<file path="config.mk">
export PLATFORM = sky130hd
export DESIGN_NAME = clk_cfg_seq
export DESIGN_NICKNAME = d
export VERILOG_FILES = /design/src/rtl/clk_cfg_seq.sv
export SDC_FILE = /design/constraint.sdc
export NUM_CORES = 1
export LEC_CHECK = 0
export ABC_AREA = 1
export ABC_CLOCK_PERIOD_IN_PS = 1400
export CAP_MARGIN = 40
export CORE_AREA = 8 8 77 65
export CTS_CLUSTER_SIZE = 8
export DETAILED_ROUTE_END_ITERATION = 12
export DIE_AREA = 0 0 85 73
export GPL_TIMING_DRIVEN = 1
export MAX_ROUTING_LAYER = met4
export PLACE_DENSITY = 0.72
export SYNTH_ARGS = -nofsm -noshare
export SYNTH_HDL_FRONTEND = slang
export SYNTH_SLANG_ARGS = --single-unit
export TNS_END_PERCENT = 30
</file>
<file path="constraint.sdc">
create_clock -name clk -period 1.4 [get_ports clk]
set_input_delay 0.28 -clock clk [delete_from_list [all_inputs] [get_ports clk]]
set_output_delay 0.28 -clock clk [all_outputs]
set_load 0.05 [all_outputs]
</file>
<file path="src/rtl/clk_cfg_seq.sv">
// Safe-order sequencer for the clock controller: parks on 8 MHz, brings up the PLL,
// switches selects and divider, then releases. Optional PLL tick check: PLL_LOCK_CHK_EN.
module clk_cfg_seq #(
   parameter int MUX_SETTLE_CYC = 8,
   parameter int PLL_LOCK_CYC   = 256,
   parameter int CNT_W          = 16
`ifdef PLL_LOCK_CHK_EN
   ,
   parameter int MIN_TICKS      = 4
`endif
) (
   input  logic       clk,
   input  logic       rst,
   input  logic       req,
   input  logic       cfg_pll,
   input  logic       cfg_8mhz,
   input  logic [1:0] cfg_rosc,
   input  logic [1:0] cfg_trim,
   input  logic [1:0] cfg_div,
`ifdef PLL_LOCK_CHK_EN
   input  logic       pll_tick,
`endif
   output logic       busy,
   output logic       done,
   output logic       err,
   output logic       pll_en,
   output logic [1:0] pll_trim,
   output logic       sel_pll,
   output logic       sel_8mhz,
   output logic [1:0] sel_rosc,
   output logic [1:0] clk_div
);

   typedef enum logic [2:0] {
      IDLE     = 3'd0,
      SAFE     = 3'd1,
      PLL_WAIT = 3'd2,
      SEL      = 3'd3,
      DIV      = 3'd4,
      REL      = 3'd5,
      FIN      = 3'd6
   } state_t;

   localparam logic [CNT_W-1:0] S_LD     = CNT_W'(MUX_SETTLE_CYC - 1);
   localparam logic [CNT_W-1:0] L_LD     = CNT_W'(PLL_LOCK_CYC - 1);
   localparam logic [CNT_W-1:0] CNT_ZERO = {CNT_W{1'b0}};
   localparam logic [CNT_W-1:0] CNT_ONE  = {{(CNT_W-1){1'b0}}, 1'b1};

   state_t           state_q, state_d;
   logic [CNT_W-1:0] cnt_q, cnt_d;
   logic             sh_pll_q, sh_pll_d;
   logic             sh_8mhz_q, sh_8mhz_d;
   logic [1:0]       sh_rosc_q, sh_rosc_d;
   logic [1:0]       sh_trim_q, sh_trim_d;
   logic [1:0]       sh_div_q, sh_div_d;
   logic             busy_q, busy_d;
   logic             done_q, done_d;
   logic             err_q, err_d;
   logic             pll_en_q, pll_en_d;
   logic [1:0]       pll_trim_q, pll_trim_d;
   logic             sel_pll_q, sel_pll_d;
   logic             sel_8mhz_q, sel_8mhz_d;
   logic [1:0]       sel_rosc_q, sel_rosc_d;
   logic [1:0]       clk_div_q, clk_div_d;
   logic             cnt_zero_s;
   logic             pll_needed_s;

`ifdef PLL_LOCK_CHK_EN
   localparam int TC_W = $clog2(MIN_TICKS + 1);
   localparam logic [TC_W-1:0] TC_MAX = TC_W'(MIN_TICKS);
   logic            tick_s1_q, tick_s2_q, tick_s3_q;
   logic [TC_W-1:0] tick_cnt_q, tick_cnt_d, tick_cnt_s;
   logic            tick_rise_s;

   assign tick_rise_s = tick_s2_q & ~tick_s3_q;
   assign tick_cnt_s  = (tick_rise_s && (tick_cnt_q < TC_MAX)) ? (tick_cnt_q + TC_W'(1)) : tick_cnt_q;
`endif

   assign cnt_zero_s   = (cnt_q == CNT_ZERO);
   // A PLL already running at the requested trim needs no fresh lock wait.
   assign pll_needed_s = sh_pll_q & ~(pll_en_q & (pll_trim_q == sh_trim_q));

   // Next state, wait counter, shadow capture and next output values
   always_comb begin
      state_d    = state_q;
      cnt_d      = cnt_zero_s ? CNT_ZERO : (cnt_q - CNT_ONE);
      sh_pll_d   = sh_pll_q;
      sh_8mhz_d  = sh_8mhz_q;
      sh_rosc_d  = sh_rosc_q;
      sh_trim_d  = sh_trim_q;
      sh_div_d   = sh_div_q;
      busy_d     = busy_q;
      done_d     = 1'b0;
      err_d      = err_q;
      pll_en_d   = pll_en_q;
      pll_trim_d = pll_trim_q;
      sel_pll_d  = sel_pll_q;
      sel_8mhz_d = sel_8mhz_q;
      sel_rosc_d = sel_rosc_q;
      clk_div_d  = clk_div_q;
`ifdef PLL_LOCK_CHK_EN
      tick_cnt_d = tick_cnt_q;
`endif
      case (state_q)
         IDLE: begin
            if (req) begin
               sh_pll_d  = cfg_pll;
               sh_8mhz_d = cfg_8mhz;
               sh_rosc_d = cfg_rosc;
               sh_trim_d = cfg_trim;
               sh_div_d  = cfg_div;
               busy_d    = 1'b1;
               state_d   = SAFE;
               cnt_d     = S_LD;
            end else begin
               busy_d    = 1'b0;
            end
         end
         SAFE: begin
            sel_8mhz_d = 1'b1;
            if (cnt_zero_s && pll_needed_s) begin
               state_d = PLL_WAIT;
               cnt_d   = L_LD;
`ifdef PLL_LOCK_CHK_EN
               tick_cnt_d = {TC_W{1'b0}};
`endif
            end else if (cnt_zero_s) begin
               state_d = SEL;
               cnt_d   = S_LD;
            end else begin
               state_d = SAFE;
            end
         end
         PLL_WAIT: begin
            pll_en_d   = 1'b1;
            pll_trim_d = sh_trim_q;
`ifdef PLL_LOCK_CHK_EN
            tick_cnt_d = tick_cnt_s;
            // Too few PLL ticks: drop the PLL and finish the sequence without it.
            if (cnt_zero_s && (tick_cnt_s < TC_MAX)) begin
               pll_en_d = 1'b0;
               sh_pll_d = 1'b0;
               err_d    = 1'b1;
            end else begin
               err_d    = err_q;
            end
`endif
            if (cnt_zero_s) begin
               state_d = SEL;
               cnt_d   = S_LD;
            end else begin
               state_d = PLL_WAIT;
            end
         end
         SEL: begin
            sel_pll_d  = sh_pll_q;
            sel_rosc_d = sh_rosc_q;
            if (cnt_zero_s) begin
               state_d = DIV;
               cnt_d   = S_LD;
            end else begin
               state_d = SEL;
            end
         end
         DIV: begin
            clk_div_d = sh_div_q;
            if (cnt_zero_s) begin
               state_d = REL;
               cnt_d   = S_LD;
            end else begin
               state_d = DIV;
            end
         end
         REL: begin
            sel_8mhz_d = sh_8mhz_q;
            if (cnt_zero_s) begin
               state_d = FIN;
            end else begin
               state_d = REL;
            end
         end
         FIN: begin
            if (!sh_pll_q) begin
               pll_en_d = 1'b0;
            end else begin
               pll_en_d = pll_en_q;
            end
            done_d  = 1'b1;
            busy_d  = 1'b0;
            state_d = IDLE;
         end
         default: begin
            state_d = IDLE;
            busy_d  = 1'b0;
         end
      endcase
   end

   // State, shadow and output registers with synchronous reset
   always_ff @(posedge clk) begin
      if (rst) begin
         state_q    <= IDLE;
         cnt_q      <= CNT_ZERO;
         sh_pll_q   <= 1'b0;
         sh_8mhz_q  <= 1'b1;
         sh_rosc_q  <= 2'd0;
         sh_trim_q  <= 2'd0;
         sh_div_q   <= 2'd0;
         busy_q     <= 1'b0;
         done_q     <= 1'b0;
         err_q      <= 1'b0;
         pll_en_q   <= 1'b0;
         pll_trim_q <= 2'd0;
         sel_pll_q  <= 1'b0;
         sel_8mhz_q <= 1'b1;
         sel_rosc_q <= 2'd0;
         clk_div_q  <= 2'd0;
`ifdef PLL_LOCK_CHK_EN
         tick_s1_q  <= 1'b0;
         tick_s2_q  <= 1'b0;
         tick_s3_q  <= 1'b0;
         tick_cnt_q <= {TC_W{1'b0}};
`endif
      end else begin
         state_q    <= state_d;
         cnt_q      <= cnt_d;
         sh_pll_q   <= sh_pll_d;
         sh_8mhz_q  <= sh_8mhz_d;
         sh_rosc_q  <= sh_rosc_d;
         sh_trim_q  <= sh_trim_d;
         sh_div_q   <= sh_div_d;
         busy_q     <= busy_d;
         done_q     <= done_d;
         err_q      <= err_d;
         pll_en_q   <= pll_en_d;
         pll_trim_q <= pll_trim_d;
         sel_pll_q  <= sel_pll_d;
         sel_8mhz_q <= sel_8mhz_d;
         sel_rosc_q <= sel_rosc_d;
         clk_div_q  <= clk_div_d;
`ifdef PLL_LOCK_CHK_EN
         tick_s1_q  <= pll_tick;
         tick_s2_q  <= tick_s1_q;
         tick_s3_q  <= tick_s2_q;
         tick_cnt_q <= tick_cnt_d;
`endif
      end
   end

   assign busy     = busy_q;
   assign done     = done_q;
   assign err      = err_q;
   assign pll_en   = pll_en_q;
   assign pll_trim = pll_trim_q;
   assign sel_pll  = sel_pll_q;
   assign sel_8mhz = sel_8mhz_q;
   assign sel_rosc = sel_rosc_q;
   assign clk_div  = clk_div_q;

endmodule
</file>
==> impl_metrics.py, run 1 <==
metrics = {
    "yosys": {
        "yosys_warnings": 0,
        "ys_types": 31,
        "synth_edf_count": 0,
        "synth_fp_nets": 256,
        "postSynthCellCount": 243,
        "syn_area_mm2": 0.00181,
        "ys_seq_area_share_pct": 42.1,
        "synthArstFlopShare_pct": 0,
        "syn_avg_cell_area_um2": 7.43,
        "synth_ff_type": "dfxtp_1",
        "synth_seq_cells": 38,
    },
    "global_routing": {
        "track_usage_pct": 14.8,
        "grt_pass1_vias": 1584,
        "grt_overflow": 0,
        "antenna_found_initial": 0,
        "grt_pass1_wl_um": 7110,
        "grt_start_max_net_pins": 12,
    },
    "finish": {
        "area_delta_synth_final_pct": 32.9,
        "final_layout_size_suffix_gt1_share_pct": 25.4,
        "instances_no_fill": 327,
        "nets": 295,
        "multiInputGateArea_um2": 933,
        "antenna_cells": 0,
        "regArea_um2": 762,
        "layout_common_cells": "51 x nand2_1, 37 x dfxtp_1, 25 x inv_1, 24 x nor2_1, 18 x a21oi_1",
        "final_common_cell": "nand2_1",
        "fillers": 316,
        "final_util_pct": 64.4,
    },
    "placed_design": {
        "gp_congestion": 0.847,
        "io_buffers": 21,
        "place_inst": 317,
        "dp_hpwl_um": 3040,
    },
    "critical_path": {
        "cp-start-kind": "register",
        "criticalPathCategory": "register to register",
        "crit_top_cell": "nor2_2",
        "path_cells": "inv_2, ha_1, nand2_1, nor2_2, nand2_1, nor2_2, xnor2_1, nor2_2",
        "slowest_stage": "dfxtp_2",
        "arrival_ps": 1530,
        "critPathMaxFanout": 3,
        "critPathCaptureType": "register",
        "required_ps": 1590,
        "slowest_delay_ps": 330,
    },
    "clock_tree": {
        "clk_latency_ps": 290,
        "htreeDepth": 2,
        "cts_buffers": 5,
        "clk_path_buf_depth": 2,
        "path_clk_slew_ps": 70,
        "cts.sinks": 38,
        "hold_buffers": 0,
        "cts_root_buffer": "clkbuf_8",
        "tritoncts": "done",
    },
    "power_and_ir_drop": {
        "ir_drop_v": 0.00111,
        "p_sw_mw": 1.96,
        "intPower_mw": 2.62,
        "p_sw_share_pct": 42.8,
        "power.share.clock_pct": 16.8,
        "comb_power_share_pct": 50.1,
        "power.density_mw_per_mm2": 1910,
        "seqPwrFrac_pct": 33.1,
        "p_leak_nw": 1.12,
    },
    "floorplan": {
        "initial_core_util_pct": 48.4,
        "core_mm2": 0.00373,
        "rows": 20,
        "die_area_mm2": 0.00621,
        "io_pins": 23,
        "die_width_um": 85,
        "fp.dieH_um": 73,
    },
    "detailed_routing": {
        "vias": 1646,
        "wire_per_inst_um": 12.8,
        "wirelength_um": 4190,
        "ant_nets": 0,
        "vias_per_cell": 5.03,
        "drcViolationCount": 0,
        "drt_iter0_markers": 122,
        "dr.pass1.iters": 4,
    },
    "timing": {
        "rsz0062_at_grt": "true",
        "clock.fmax_mhz": 743,
        "tns_ps": 0,
        "skew_ps": 7.55,
        "fin_crit_sh_pct": 96.1,
        "setup_violations": 0,
        "fin_crit_ps": 1350,
        "hold_violations": 0,
        "drv_slew": 0,
    },
    "job": {
        "maxCapViolations": 0,
    },
    "run_status": {
        "status": "completed",
    },
    "hold_path": {
        "hold_class": "register to register",
    },
}
-- per-stage QoR --
stage,area [µm²],power (mW),hold slack [ps],setup slack (ps)
2_1_floorplan,1810,3.06,349,141
3_3_place_gp,2240,3.50,443,7.49
3_5_place_dp,2240,3.56,449,-48.5
4_1_cts,2340,4.36,459,14.2
5_1_grt,2400,4.91,472,-33.8
6_report,2400,4.58,451,54.4
-- cell usage after synthesis, types with 3 or more instances --
master	count	share of area, %
a21oi_1	18	5.0
dfxtp_1	38	42
inv_1	27	5.6
inv_2	3	0.62
nand2_1	52	11
nand2_2	4	1.4
nand3_1	9	2.5
nand4_1	3	1.0
nor2_1	28	5.8
nor2_2	10	3.5
nor3_1	3	0.83
o21ai_0	17	4.7
xnor2_1	3	1.5
xor2_1	6	2.9
-- area by class of cell --
cell class,count,area share [%]
well taps,44,2.29
flip-flops and latches,38,31.8
repair buffers,36,18.0
clock inverters,1,0.209
multi-input cells,169,38.9
inverters,32,5.21
clock buffers,7,3.60
-- repair_timing --
action / CTS / global route
setup endpoints to repair: 3 / 19
pin swaps: 1 / 8
setup buffers: 0 / 2
gates resized for setup: 1 / 14
-- worst max-delay path: cells and delay by family, from the launching register on --
kind	cells	cell delay, ps
simple gates	5	500
buf+inv	1	80
flops	1	330
fa+ha+maj	1	180
xor+xnor	1	160
-- sequential cells by signal (all words and copies together) (netlist names) --
register   cells
sh_rosc_q      2
cnt_q         16
sh_8mhz_q      1
sel_pll        1
busy           1
sel_rosc       2
state_q        3
sh_div_q       2
clk_div        2
sh_trim_q      2
pll_en         1
sh_pll_q       1
pll_trim       2
sel_8mhz       1
done           1
-- cells by family after synthesis --
logic type      count (synthesis)  share of synthesized area, %
compound gates                 39                          11.4
xor+xnor                        9                          4.37
fa+ha+maj                       2                          1.39
buf+inv                        36                          8.80
flops                          38                          42.1
other cells                     1                         0.208
simple gates                  118                          31.7
-- power groups by stage --
stage	Clock, mW	Combinational, mW	Sequential [mW]
after floorplan	0	1.54	1.51
after global placement	0	1.99	1.51
after detailed placement	0	2.05	1.52
after CTS	0.783	2.08	1.49
after global routing	0.827	2.54	1.54
final	0.769	2.29	1.52
-- routing by layer --
metal,track usage [%],vias up,share of wire [%]
met4,5.31,0,1.3
met1,18.0,772,49
li1,-,838,-
met5,-,-,0
met3,4.05,5,4.3
met2,22.8,31,46
-- path summary, 6_finish.rpt --
path	startpoint	end	slack [ps]	depth (start not counted)
setup / recovery	cnt_q[0]	cnt_q[10]	50	8
hold / removal	sh_div_q[1]	sh_div_q[1]	450	2
setup reg to reg	cnt_q[0]	cnt_q[10]	50	8
hold reg to reg	sh_div_q[1]	sh_div_q[1]	450	2
Power figures use the tool's default switching activity.
==> run 2, diff against run 1 <==
--- a/config.mk
+++ b/config.mk
@@ -8,13 +8,13 @@
 export ABC_AREA = 1
 export ABC_CLOCK_PERIOD_IN_PS = 1400
 export CAP_MARGIN = 40
-export CORE_AREA = 8 8 77 65
+export CORE_AREA = 8 8 74 63
 export CTS_CLUSTER_SIZE = 8
 export DETAILED_ROUTE_END_ITERATION = 12
-export DIE_AREA = 0 0 85 73
+export DIE_AREA = 0 0 82 71
 export GPL_TIMING_DRIVEN = 1
 export MAX_ROUTING_LAYER = met4
-export PLACE_DENSITY = 0.72
+export PLACE_DENSITY = 0.77
 export SYNTH_ARGS = -nofsm -noshare
 export SYNTH_HDL_FRONTEND = slang
 export SYNTH_SLANG_ARGS = --single-unit
==> run 2 against run 1 <==
Effect of this change:
- routed wire length decreased by 4.0%
- count of clock-buffer cells in the layout unchanged
- sequential power about the same
- total power increased by 0.45%
- maximum frequency increased by 0.63%
- die area decreased by 6.2%
- clock skew decreased by 2.5 ps
- global-route usage increased by 0.079 points
- cell count unchanged
- first-iteration DRC count decreased by 24%
==> impl_metrics.py, run 2 (same netlist as run 1, synthesis figures left out) <==
metrics = {
    "clock_tree": {
        "tritoncts": "done",
        "clk_path_buf_depth": 2,
        "cts_buffers": 5,
        "clk_latency_ps": 290,
        "cts.sinks": 38,
        "cts_root_buffer": "clkbuf_8",
        "path_clk_slew_ps": 70,
        "hold_buffers": 0,
        "htreeDepth": 2,
    },
    "floorplan": {
        "die_area_mm2": 0.00582,
        "io_pins": 23,
        "rows": 20,
        "fp.dieH_um": 71,
        "die_width_um": 82,
        "core_mm2": 0.00355,
        "initial_core_util_pct": 50.8,
    },
    "global_routing": {
        "track_usage_pct": 14.8,
        "grt_start_max_net_pins": 12,
        "grt_pass1_wl_um": 6640,
        "antenna_found_initial": 0,
        "grt_pass1_vias": 1504,
        "grt_overflow": 0,
    },
    "detailed_routing": {
        "drcViolationCount": 0,
        "vias_per_cell": 4.90,
        "ant_nets": 0,
        "dr.pass1.iters": 4,
        "drt_iter0_markers": 93,
        "wirelength_um": 4020,
        "vias": 1602,
        "wire_per_inst_um": 12.3,
    },
    "finish": {
        "fillers": 268,
        "regArea_um2": 763,
        "final_common_cell": "nand2_1",
        "multiInputGateArea_um2": 936,
        "layout_common_cells": "50 x nand2_1, 36 x dfxtp_1, 25 x nor2_1, 25 x inv_1, 18 x a21oi_1",
        "largest_register": "cnt_q",
        "antenna_cells": 0,
        "area_delta_synth_final_pct": 33.4,
        "stdcell_area_mm2": 0.00241,
        "nets": 295,
        "reg_top3": "cnt_q (16), state_q (3)",
        "final_layout_size_suffix_gt1_share_pct": 25.8,
        "largest_reg_flops": 16,
        "instances_no_fill": 327,
    },
    "timing": {
        "fin_crit_ps": 1340,
        "rsz0062_at_grt": "true",
        "skew_ps": 5.06,
        "clock.fmax_mhz": 748,
        "tns_ps": 0,
        "fin_crit_sh_pct": 95.5,
        "drv_slew": 0,
        "setup_violations": 0,
        "layout_setup_ws_ps": 62.8,
        "hold_violations": 0,
    },
    "placed_design": {
        "dp_hpwl_um": 3020,
        "gp_congestion": 0.885,
        "post_dp_cell_area_mm2": 0.00223,
        "place_inst": 315,
        "io_buffers": 21,
        "dp_slack_ps": -61.8,
    },
    "hold_path": {
        "hold_class": "register to register",
        "whs_path_depth": 2,
    },
    "critical_path": {
        "reg2regPathDepth": 8,
        "critPathCaptureType": "register",
        "critPathMaxFanout": 8,
        "cp-start-kind": "register",
        "criticalPathCategory": "register to register",
        "arrival_ps": 1530,
        "required_ps": 1590,
    },
    "power_and_ir_drop": {
        "p_sw_share_pct": 42.9,
        "p_leak_nw": 1.11,
        "ir_drop_v": 0.000776,
        "p_sw_mw": 1.97,
        "intPower_mw": 2.63,
        "power.share.clock_pct": 16.8,
        "p_total_mw": 4.60,
        "seqPwrFrac_pct": 33.1,
        "power.density_mw_per_mm2": 1910,
        "comb_power_share_pct": 50.1,
    },
    "run_status": {
        "status": "completed",
    },
    "job": {
        "maxCapViolations": 0,
    },
}
## run 2: critical path: stages (launching register included)
cell and delay (ps):
dfxtp_1 340, nor2_2 170, nand2_2 120, nor2_4 170, nand2_4 110, nand2_4 130, nor2_8 70, inv_4 90
nor2_2 40
## run 2: final cells by class
| type | count | share of cell area, % |
|---|---|---|
| clock buffers | 7 | 3.58 |
| clock inverters | 1 | 0.208 |
| inverters | 32 | 5.40 |
| multi-input cells | 169 | 38.9 |
| flip-flops and latches | 38 | 31.7 |
| well taps | 44 | 2.29 |
| repair buffers | 36 | 18.0 |
## run 2: per-layer routing
| metal | wire, µm | track usage, % | vias to the layer above |
|---|---|---|---|
| met5 | 0 | - | - |
| met4 | 79 | 7.00 | 0 |
| met3 | 125 | 3.42 | 7 |
| met2 | 1820 | 21.4 | 26 |
| met1 | 1990 | 19.0 | 727 |
| li1 | - | - | 842 |
## run 2: final timing paths
check / start / end / slack [ps]
max: cnt_q[7] / cnt_q[10] / 60
min: sh_div_q[1] / sh_div_q[1] / 460
max reg2reg: cnt_q[7] / cnt_q[10] / 60
min reg2reg: sh_div_q[1] / sh_div_q[1] / 460
## run 2: metrics by stage
step / hold WS, ps / utilization (%)
after global routing: 480 / 67.8
after global placement: 442 / 62.7
after floorplan: 349 / -
after CTS: 459 / 65.4
after detailed placement: 448 / 62.7
final: 455 / 67.8
## run 2: power groups by stage
stage | Clock (mW) | Sequential (mW) | Combinational, mW
final | 0.775 | 1.52 | 2.30
after floorplan | 0 | 1.51 | 1.54
after detailed placement | 0 | 1.51 | 2.00
after CTS | 0.793 | 1.49 | 2.03
after global placement | 0 | 1.51 | 1.95
after global routing | 0.828 | 1.55 | 2.58
## run 2: timing repair
item / in CTS / in global routing
endpoints found under the hold margin: 0 / 0
resized for setup: 1 / 17
buffers inserted: 0 / 4
endpoints found under the setup margin: 2 / 19
pin swaps: 0 / 7
==> run 3, diff against run 2 <==
==> config.mk (replaced) <==
export PLATFORM = sky130hd
export DESIGN_NAME = clk_cfg_seq
export DESIGN_NICKNAME = d
export VERILOG_FILES = /design/src/rtl/clk_cfg_seq.sv
export SDC_FILE = /design/constraint.sdc
export NUM_CORES = 1
export LEC_CHECK = 0
export ABC_CLOCK_PERIOD_IN_PS = 1400
export CAP_MARGIN = 40
export CORE_AREA = 8 8 72 62
export CTS_CLUSTER_SIZE = 8
export DETAILED_ROUTE_END_ITERATION = 12
export DIE_AREA = 0 0 80 70
export GPL_TIMING_DRIVEN = 1
export MAX_ROUTING_LAYER = met4
export PLACE_DENSITY = 0.76
export SYNTH_ARGS = -nofsm -noshare
export SYNTH_HDL_FRONTEND = slang
export SYNTH_SLANG_ARGS = --single-unit
export TNS_END_PERCENT = 30
==> run 3 against run 2 <==
Effect of this change:
- the flow now finishes with violations (setup timing)
- register-to-register slack got worse by 580 ps
- non-clock buffer count rose by 31
- routed wire length rose by 32%
- worst hold slack gained 24 ps
- cell count decreased by 9.5%
- first-iteration DRC count up 17%
- synthesized area shrank 7.3%
- synthesized cell count fell by 22%
- sequential power up 11%
- largest cell class unchanged
- highest routed layer unchanged
==> impl_metrics.py, run 3 <==
metrics = {
    "timing": {
        "rsz0062_at_grt": "true",
        "setup_violations": 20,
        "clock.fmax_mhz": 522,
        "drv_slew": 0,
        "holdWs_ps": 479,
        "skew_ps": 10.4,
        "fin_crit_ps": 1920,
        "layout_setup_ws_ps": -517,
        "hold_violations": 0,
        "fin_crit_sh_pct": 137,
    },
    "finish": {
        "stdcell_area_mm2": 0.00267,
        "layout_common_cells": "38 x buf_4, 30 x dfxtp_1, 25 x nor2_1, 12 x nand2_1, 11 x buf_12",
        "final_common_cell": "buf_4",
        "nets": 266,
        "regArea_um2": 771,
        "largest_reg_flops": 16,
        "antenna_cells": 0,
        "area_delta_synth_final_pct": 59.5,
        "multiInputGateArea_mm2": 0.00104,
        "instances_no_fill": 296,
        "final_util_pct": 81.4,
        "fillers": 167,
        "reg_top3": "cnt_q (16), state_q (3)",
        "largest_register": "cnt_q",
        "final_layout_size_suffix_gt1_share_pct": 41.7,
    },
    "yosys": {
        "postSynthCellCount": 190,
        "synth_ff_type": "dfxtp_1",
        "syn_area_mm2": 0.00167,
        "yosysMostFrequentCell": "dfxtp_1",
        "synth_edf_count": 0,
        "synth_seq_cells": 38,
        "synthArstFlopShare_pct": 0,
        "synth_fp_nets": 203,
        "ys_types": 37,
        "synth_top_area_share_pct": 45.4,
        "ys_top_cells_by_count": "38 x dfxtp_1, 29 x nor2_1, 13 x nand2_1",
        "yosys_warnings": 0,
        "syn_avg_cell_area_um2": 8.81,
        "synth_area_leaders": "dfxtp_1 45%, nor2_1 6.5%, mux2i_1 6.0%, xnor2_1 4.7%, xor2_1 4.2%",
        "synth_top_area_cell": "dfxtp_1",
        "ys_seq_area_share_pct": 45.4,
    },
    "hold_path": {
        "hp-start": "sh_rosc_q[1]",
        "min_to": "sel_rosc[1]",
        "whs_path_depth": 2,
        "hold_class": "register to register",
    },
    "global_routing": {
        "grt_pass1_vias": 1732,
        "grt_start_max_net_pins": 25,
        "track_usage_pct": 17.8,
        "grt_overflow": 0,
        "grt_pass1_wl_um": 7780,
        "antenna_found_initial": 0,
    },
    "floorplan": {
        "initial_core_util_pct": 51.0,
        "io_pins": 23,
        "rows": 19,
        "core_mm2": 0.00328,
        "fp.dieH_um": 70,
        "die_area_mm2": 0.00560,
        "die_width_um": 80,
    },
    "clock_tree": {
        "path_clk_slew_ps": 80,
        "clk_path_buf_depth": 2,
        "cts_root_buffer": "clkbuf_8",
        "hold_buffers": 0,
        "cts_buffers": 5,
        "tritoncts": "done",
        "htreeDepth": 2,
        "clk_latency_ps": 290,
        "cts.sinks": 38,
    },
    "critical_path": {
        "r2r-end": "cnt_q[5]",
        "arrival_ps": 2140,
        "cp-start-kind": "register",
        "required_ps": 1620,
        "criticalPathCategory": "register to register",
        "critPathMaxFanout": 5,
        "reg2regPathDepth": 5,
        "r2r_slack_ps": -520,
        "critPathCaptureType": "register",
        "r2r_start": "cnt_q[7]",
    },
    "power_and_ir_drop": {
        "ir_drop_v": 0.00134,
        "p_leak_nw": 1.11,
        "power.density_mw_per_mm2": 2630,
        "p_total_mw": 7.03,
    },
    "detailed_routing": {
        "wirelength_met1_um": 2160,
        "dr.pass1.iters": 4,
        "drcViolationCount": 0,
        "wl_met3_um": 236,
        "wirelength_um": 5320,
        "vias": 1666,
        "drt_iter0_markers": 109,
        "vias_per_cell": 5.63,
        "highest_layer": "met4",
        "dr_wl_met2_um": 2710,
        "ant_nets": 0,
        "wire_per_inst_um": 18.0,
    },
    "placed_design": {
        "io_buffers": 21,
        "gp_congestion": 0.862,
        "dp_hpwl_um": 3090,
        "post_dp_cell_area_mm2": 0.00234,
        "place_inst": 282,
    },
    "run_status": {
        "status": "finished with violations",
        "violations": "setup timing",
    },
    "job": {
        "maxCapViolations": 0,
    },
}
run 3: cell count changes after synthesis, moves of 7 or more:
cell	before	now
inv_1	27	5
nand2_1	52	13
clkbuf_1	1	8
mux2i_1	0	10
nor2_2	10	0
o21ai_0	17	6
run 3: how the worst max path moves through the flow:
| stage | to | startpoint | slack [ps] | cells past startpoint |
|---|---|---|---|---|
| after floorplan | cnt_q[15] | cnt_q[12] | -430 | 4 |
| after global placement | cnt_q[15] | cnt_q[12] | -450 | 4 |
| after detailed placement | cnt_q[15] | cnt_q[12] | -490 | 4 |
| after CTS | cnt_q[15] | cnt_q[6] | -470 | 4 |
| after global routing | cnt_q[15] | cnt_q[8] | -550 | 4 |
| final | cnt_q[5] | cnt_q[7] | -520 | 5 |
run 3: routing by layer:
metal,global-route usage (%),vias up
li1,-,779
met5,-,-
met3,4.22,20
met1,19.4,809
met2,28.7,58
met4,10.5,0
run 3: power by group:
group          total, mW  leakage (nW)  switching, mW  internal (mW)
Sequential          1.69         0.313          0.289           1.40
Combinational       4.56         0.745           2.17           2.39
Clock              0.781        0.0482          0.384          0.397
Total               7.03          1.11           2.84           4.19
run 3: metrics by stage:
step | TNS [ps] | setup WS, ps
final | -8440 | -517
after global routing | -9090 | -546
after CTS | -4760 | -474
after detailed placement | -7830 | -492
after global placement | -6770 | -449
after floorplan | -4070 | -429
run 3: cells by family (layout without fill, tap and decap cells):
kind of cell	after synthesis	after routing	synth area share (%)
buffers and inverters	16	80	3.89
AO/OA/AOI/OAI	27	27	9.94
other	1	1	0.224
adder cells (fa/ha/maj)	2	2	1.49
multiplexers	10	10	5.98
XOR/XNOR	17	17	8.89
flip-flops	38	38	45.4
AND/OR/NAND/NOR	79	79	24.1
run 3: worst max-delay path: stages, from the launching register on:
cell	delay [ps]
dfxtp_2	330
buf_6	120
nor4_4	330
nand4_1	310
or4b_4	630
o21ai_1	110
run 3: layout make-up:
cell class              count  area share, %
flip-flops and latches     38           28.9
multi-input cells         136           38.9
well taps                  42           1.97
repair buffers             67           26.1
inverters                   5          0.703
clock inverters             1          0.187
clock buffers               7           3.23
run 3: repair_timing:
| action | in CTS | in global routing |
|---|---|---|
| setup buffers | 2 | 4 |
| gates cloned | 0 | 0 |
| setup endpoints to repair | 20 | 24 |
| pin swaps | 6 | 10 |
| gates resized for setup | 25 | 25 |
